`src/rtl/exc_unit_if.sv`:
```
// rtl/exc_unit_if.sv - exception unit bus: check-point instruction inputs, redirect/status outputs
interface exc_unit_if #(
  parameter int XLEN = 32
);
  logic            instr_valid;
  logic [XLEN-1:0] instr_pc;
  logic            excp;
  logic            ovf;
  logic            eret;
  logic            irq;
  logic            redirect;
  logic [XLEN-1:0] redirect_pc;
  logic            flush;
  logic [XLEN-1:0] epc;
  logic [4:0]      cause;
  logic            in_handler;
  logic            dbl_fault;

  // Pipeline control side: presents the instruction, consumes the redirect
  modport master (
    output instr_valid, instr_pc, excp, ovf, eret, irq,
    input  redirect, redirect_pc, flush, epc, cause, in_handler, dbl_fault
  );

  // Exception unit side
  modport slave (
    input  instr_valid, instr_pc, excp, ovf, eret, irq,
    output redirect, redirect_pc, flush, epc, cause, in_handler, dbl_fault
  );
endinterface

```
`src/rtl/exc_unit.sv`:
```
// rtl/exc_unit.sv - trap/exception sequencer; EXC_IRQ_EN enables the synchronised irq source
module exc_unit #(
  parameter int              XLEN        = 32,
  parameter logic [XLEN-1:0] HANDLER_VEC = 32'h0000_0180
) (
  input  logic       clk,
  input  logic       reset,
  exc_unit_if.slave  exc
);

  localparam logic [4:0] CAUSE_INT = 5'd0;
  localparam logic [4:0] CAUSE_RI  = 5'd10;
  localparam logic [4:0] CAUSE_OV  = 5'd12;

  typedef enum logic {
    S_IDLE,
    S_HANDLER
  } state_t;

  state_t          r_state;
  logic            r_redirect;
  logic            r_flush;
  logic [XLEN-1:0] r_redirect_pc;
  logic [XLEN-1:0] r_epc;
  logic [4:0]      r_cause;
  logic            r_in_handler;
  logic            r_dbl_fault;
  logic            w_irq_pend;
  logic            w_fault;
  logic            w_trap;
  logic [4:0]      w_cause;

`ifdef EXC_IRQ_EN
  logic r_irq_meta;
  logic r_irq_sync;

  // Two-flop synchroniser; the synced level itself is the pending interrupt
  always_ff @(posedge clk) begin
    if (!reset) begin
      r_irq_meta <= 1'b0;
      r_irq_sync <= 1'b0;
    end else begin
      r_irq_meta <= exc.irq;
      r_irq_sync <= r_irq_meta;
    end
  end

  assign w_irq_pend = r_irq_sync;
`else
  assign w_irq_pend = 1'b0;
`endif

  assign w_fault = exc.excp | exc.ovf;
  assign w_trap  = exc.instr_valid & (w_fault | exc.eret | w_irq_pend);

  // Same-cycle priority: illegal > overflow > stray eret > interrupt
  always_comb begin
    w_cause = CAUSE_INT;
    if (exc.excp)      w_cause = CAUSE_RI;
    else if (exc.ovf)  w_cause = CAUSE_OV;
    else if (exc.eret) w_cause = CAUSE_RI;
  end

  // Sequencer: trap entry from IDLE, eret return and double-fault tracking from HANDLER
  always_ff @(posedge clk) begin
    if (!reset) begin
      r_state       <= S_IDLE;
      r_redirect    <= 1'b0;
      r_flush       <= 1'b0;
      r_redirect_pc <= '0;
      r_epc         <= '0;
      r_cause       <= '0;
      r_in_handler  <= 1'b0;
      r_dbl_fault   <= 1'b0;
    end else begin
      r_redirect <= 1'b0;
      r_flush    <= 1'b0;
      case (r_state)
        S_IDLE: begin
          if (w_trap) begin
            r_epc         <= exc.instr_pc;
            r_cause       <= w_cause;
            r_redirect    <= 1'b1;
            r_flush       <= 1'b1;
            r_redirect_pc <= HANDLER_VEC;
            r_in_handler  <= 1'b1;
            r_state       <= S_HANDLER;
          end
        end
        S_HANDLER: begin
          if (exc.instr_valid && w_fault) begin
            r_dbl_fault <= 1'b1;
          end
          if (exc.instr_valid && exc.eret) begin
            r_redirect    <= 1'b1;
            r_flush       <= 1'b1;
            r_redirect_pc <= r_epc;
            r_in_handler  <= 1'b0;
            r_state       <= S_IDLE;
          end
        end
        default: r_state <= S_IDLE;
      endcase
    end
  end

  assign exc.redirect    = r_redirect;
  assign exc.flush       = r_flush;
  assign exc.redirect_pc = r_redirect_pc;
  assign exc.epc         = r_epc;
  assign exc.cause       = r_cause;
  assign exc.in_handler  = r_in_handler;
  assign exc.dbl_fault   = r_dbl_fault;

endmodule
```
`src/flat_wrapper.sv`:
```
// flat-port wrapper written by rule: the top's interface ports become plain ports
module exc_unit_flat 
#(
  parameter int              XLEN        = 32,
  parameter logic [XLEN-1:0] HANDLER_VEC = 32'h0000_0180
)
  (clk, reset, exc_instr_valid, exc_instr_pc, exc_excp, exc_ovf, exc_eret, exc_irq, exc_redirect, exc_redirect_pc, exc_flush, exc_epc, exc_cause, exc_in_handler, exc_dbl_fault);
  exc_unit_if #(.XLEN(XLEN)) exc_i ();
  input  logic clk;
  input  logic reset;
  input wire logic [$bits(exc_i.instr_valid)-1:0] exc_instr_valid;
  input wire logic [$bits(exc_i.instr_pc)-1:0] exc_instr_pc;
  input wire logic [$bits(exc_i.excp)-1:0] exc_excp;
  input wire logic [$bits(exc_i.ovf)-1:0] exc_ovf;
  input wire logic [$bits(exc_i.eret)-1:0] exc_eret;
  input wire logic [$bits(exc_i.irq)-1:0] exc_irq;
  output wire logic [$bits(exc_i.redirect)-1:0] exc_redirect;
  output wire logic [$bits(exc_i.redirect_pc)-1:0] exc_redirect_pc;
  output wire logic [$bits(exc_i.flush)-1:0] exc_flush;
  output wire logic [$bits(exc_i.epc)-1:0] exc_epc;
  output wire logic [$bits(exc_i.cause)-1:0] exc_cause;
  output wire logic [$bits(exc_i.in_handler)-1:0] exc_in_handler;
  output wire logic [$bits(exc_i.dbl_fault)-1:0] exc_dbl_fault;
  assign exc_i.instr_valid = exc_instr_valid;
  assign exc_i.instr_pc = exc_instr_pc;
  assign exc_i.excp = exc_excp;
  assign exc_i.ovf = exc_ovf;
  assign exc_i.eret = exc_eret;
  assign exc_i.irq = exc_irq;
  assign exc_redirect = exc_i.redirect;
  assign exc_redirect_pc = exc_i.redirect_pc;
  assign exc_flush = exc_i.flush;
  assign exc_epc = exc_i.epc;
  assign exc_cause = exc_i.cause;
  assign exc_in_handler = exc_i.in_handler;
  assign exc_dbl_fault = exc_i.dbl_fault;
  exc_unit #(.XLEN(XLEN), .HANDLER_VEC(HANDLER_VEC)) u_core (.clk(clk), .reset(reset), .exc(exc_i));
endmodule
```
`config.mk`:
```
export PLATFORM = sky130hd
export DESIGN_NAME = exc_unit_flat
export DESIGN_NICKNAME = d
export VERILOG_FILES = /design/src/rtl/exc_unit_if.sv /design/src/rtl/exc_unit.sv /design/src/flat_wrapper.sv
export SDC_FILE = /design/constraint.sdc
export NUM_CORES = 1
export LEC_CHECK = 0
export ABC_CLOCK_PERIOD_IN_PS = 2200
export CAP_MARGIN = 10
export CELL_PAD_IN_SITES_DETAIL_PLACEMENT = 0
export CELL_PAD_IN_SITES_GLOBAL_PLACEMENT = 1
export CORE_MARGIN = 8
export CORE_UTILIZATION = 33
export DETAILED_ROUTE_END_ITERATION = 8
export PLACE_DENSITY = 0.8
export REMOVE_ABC_BUFFERS = 1
export SKIP_LAST_GASP = 1
export SYNTH_ARGS = -nofsm -noshare
export SYNTH_HDL_FRONTEND = slang
export SYNTH_SLANG_ARGS = --single-unit
```
`constraint.sdc`:
```
create_clock -name clk -period 2.2 [get_ports clk]
set_input_delay 0.44 -clock clk [delete_from_list [all_inputs] [get_ports clk]]
set_output_delay 0.44 -clock clk [all_outputs]
set_load 0.02 [all_outputs]
```
==> metrics.md <==
| Metric | Value |
|---|---|
| Status | `finished clean` |
| Io pins | `about 110` |
| Hold-fix buffers, CTS | `0` |
| Placement Cell Area | `about 3800 sq um` |
| Global-route usage over all layers | `around an eighth` |
| Vias in the first global route | `about 2200` |
| DIE WIDTH | `104 microns` |
| Max Root-Sink Buffers | `2` |
| Post-route ant nets | `0` |
| CTS Sinks | `71` |
| Buf+Inv Stages, Crit Path | `1` |
| Worst slew pin tran | `~0.68 ns` |
| Design Area, Final | `between 3000 and 4000 sq um` |
| Fin util | `between 50% and 60%` |
| Placed Cells incl. Taps | `around 440` |
| Worst setup path endpoint | `exc_epc[24]` |
| Post-route insts no fill | `460` |
| Pwr per Cell Area | `750 nW/um^2` |
| Mean routed wirelength per cell | `15.3 microns` |
| Worst r2r src | `u_core.r_state` |
| Tot Pwr | `approximately 3.0 mW` |
| Worst path top cell family by delay | `buffers and inverters` |
| First-pass GRT wire length | `11.6 mm` |
| Clock Pin Slew Worst Setup and Hold Paths | `~0.080 ns` |
| Total die area | `10900 sq um` |
| Asr flop ratio synth | `0%` |
| Grt ovf | `0` |
| WP data required | `approximately 1.8 ns` |
| Synth Instances | `approximately 250` |
| EDFF count, synth | `0` |
| Fin nets | `between 300 and 400` |
| Critical path startpoint | `u_core.exc.epc[24]` |
| DP HPWL | `roughly 5 mm` |
| Setup Slack @ Placement | `0.202 ns` |
| Period Utilization, post-route | `between 80% and 90%` |
| Worst reg2reg endpoint | `u_core.exc.redirect_pc[9]` |
| Fmax | `around 560 MHz` |
| CP Launch Type | `register` |
| Number of DRC markers in iteration 0 | `94` |
| Area Growth Syn to Fin | `54.4%` |
| CTS buffer count | `9` |
| CTS resizes | `0` |
| Final GP Congestion | `0.742` |
| Worst Hold Slack | `0.460 ns` |
| Max Slew Vio Count | `0` |
| DR DRC count | `0` |
| Core Rows | `32` |
| Max-slew headroom | `between 50% and 60%` |
| Cells on worst reg2reg path | `4` |
| Leak | `1.55 nW` |
| H-tree Lvls | `3` |
| Arrival time worst endpoint | `approximately 1.3 ns` |
| Fin. Hold Viols | `0` |
| Pin count of the biggest net entering global routing | `a little over 70` |
| Starting Density | `between 30% and 40%` |
| Final setup violation count | `0` |
| Worst ir drop on vdd | `between 300 and 400 uV` |
| Number of detailed-route iterations in the first pass | `4` |
| Worst Slack Setup Final | `slightly above 0.4 ns` |
| Synth Cell Area | `2580 sq um` |
| Slowest cell on crit path | `clkdlybuf4s50_1` |
| Avg Vias per Cell | `between 4 and 5` |
| Maxcap violations | `0` |
| RSZ-0062 raised after global routing | `no` |
| Syn Area/Cell | `10.5 sq um` |
| Critical path class | `register to output pin` |
| Hold crit path type | `input port to register` |
| Share of the yosys chip area belonging to registers | `approximately 55%` |
| Skew final | `0.00886 ns` |
| Root buf cell | `clkbuf_8` |
| WHS Path Cells | `3` |
| Number of port buffers | `108` |
| Clk_lat worst skew | `between 0.3 and 0.4 ns` |
| Routed vias | `~2100` |
| Core Region | `~7600 sq um` |
| Ys Warns | `0` |
| Postcts setup bufs | `0` |
| Setup TNS Final | `0 ns` |
| CP peak stage delay | `roughly 0.64 ns` |
| Reg2reg setup slack | `around 0.8 ns` |
| Fin crit period | `1.78 ns` |
| Worst path cell trace | `clkdlybuf4s50_1` |
| Ant diodes | `0` |
| Initial antenna violation count | `1` |
| Routed WL | `approximately 7 mm` |
| CTS tree | `built` |
| Die height | `between 100 and 150 microns` |
| Post-synthesis cell type count | `28` |
| Crit path depth | `1` |
| Main synth FF type | `dfxtp_1` |
| Ratio of cells with drive above 1 in the final layout | `between 8 and 9%` |
| Worst setup EP type | `output pin` |
| Worst Path Max Fanout | `3` |
| Synthesis-stage register bit count | `between 70 and 80` |
==> synthesized netlist by cell type, drive strengths merged (2+ instances only) <==
library cell | instances | share of area [%]
nand2 | 64 | 9.3
mux2i | 32 | 12
buf | 13 | 4.3
o21a | 4 | 1.2
a21boi | 2 | 0.58
dfxtp | 71 | 55
a22o | 30 | 10
nor2 | 5 | 1.0
clkbuf | 7 | 1.0
o221a | 2 | 0.87
==> state kept, by name, indices dropped and copies added (netlist names) <==
register / flops
u_core.exc.cause: 3
u_core.exc.dbl_fault: 1
u_core.exc.epc: 32
u_core.exc.flush: 1
u_core.exc.in_handler: 1
u_core.exc.redirect_pc: 32
u_core.r_state: 1
==> layout by cell type, fill, tap and decap left out, types with 3 or more instances in the layout <==
cell type / count
clkdlybuf4s50_1: 107
dfxtp_1: 71
nand2_1: 64
mux2i_1: 32
a22o_1: 30
clkbuf_8: 9
buf_4: 5
o21a_1: 4
nor2_1: 3
buf_12: 3
==> power breakdown <==
| group | internal (mW) | switching [mW] | total, mW |
|---|---|---|---|
| Sequential | 1.34 | 0.0413 | 1.38 |
| Clock | 0.647 | 0.511 | 1.16 |
| Combinational | 0.232 | 0.215 | 0.447 |
| Total | 2.22 | 0.767 | 2.99 |
==> layer usage <==
layer | track usage [%] | vias to the layer above | share of wire (%)
met4 | 5.58 | 2 | 1.5
met5 | 0 | - | 0.14
met1 | 16.0 | 980 | 47
met2 | 19.2 | 88 | 44
met3 | 5.39 | 11 | 8.0
li1 | - | 1055 | -
==> how the worst min path moves through the flow <==
stage / slack, ns / start / endpoint
3_3_place_gp: 0.45 / u_core.exc.redirect_pc[24] / u_core.exc.redirect_pc[24]
3_5_place_dp: 0.46 / u_core.exc.redirect_pc[14] / u_core.exc.redirect_pc[14]
2_1_floorplan: 0.52 / u_core.r_state / u_core.exc.dbl_fault
4_1_cts: 0.44 / reset / u_core.exc.dbl_fault
6_report: 0.46 / reset / u_core.exc.dbl_fault
5_1_grt: 0.48 / reset / u_core.exc.dbl_fault
==> logic make-up (layout without fill, tap and decap cells) <==
| family | after synthesis | count (layout) | synth area share, % |
|---|---|---|---|
| AND/OR/NAND/NOR | 76 | 76 | 12.1 |
| AO/OA/AOI/OAI | 44 | 44 | 14.8 |
| buffers and inverters | 21 | 133 | 5.43 |
| flip-flops | 71 | 71 | 55.1 |
| other | 1 | 2 | 0.145 |
| multiplexers | 32 | 32 | 12.4 |
==> final cells by class <==
| class | count | area [sq um] |
|---|---|---|
| Timing Repair Buffer | 116 | 1170 |
| Clock buffer | 10 | 128 |
| Clock inverter | 6 | 93.8 |
| Fill cell | 709 | 3660 |
| Multi-Input combinational cell | 154 | 1040 |
| Inverter | 1 | 3.75 |
| Tap cell | 102 | 128 |
| Sequential cell | 71 | 1420 |
Power figures use the tool's default switching activity.
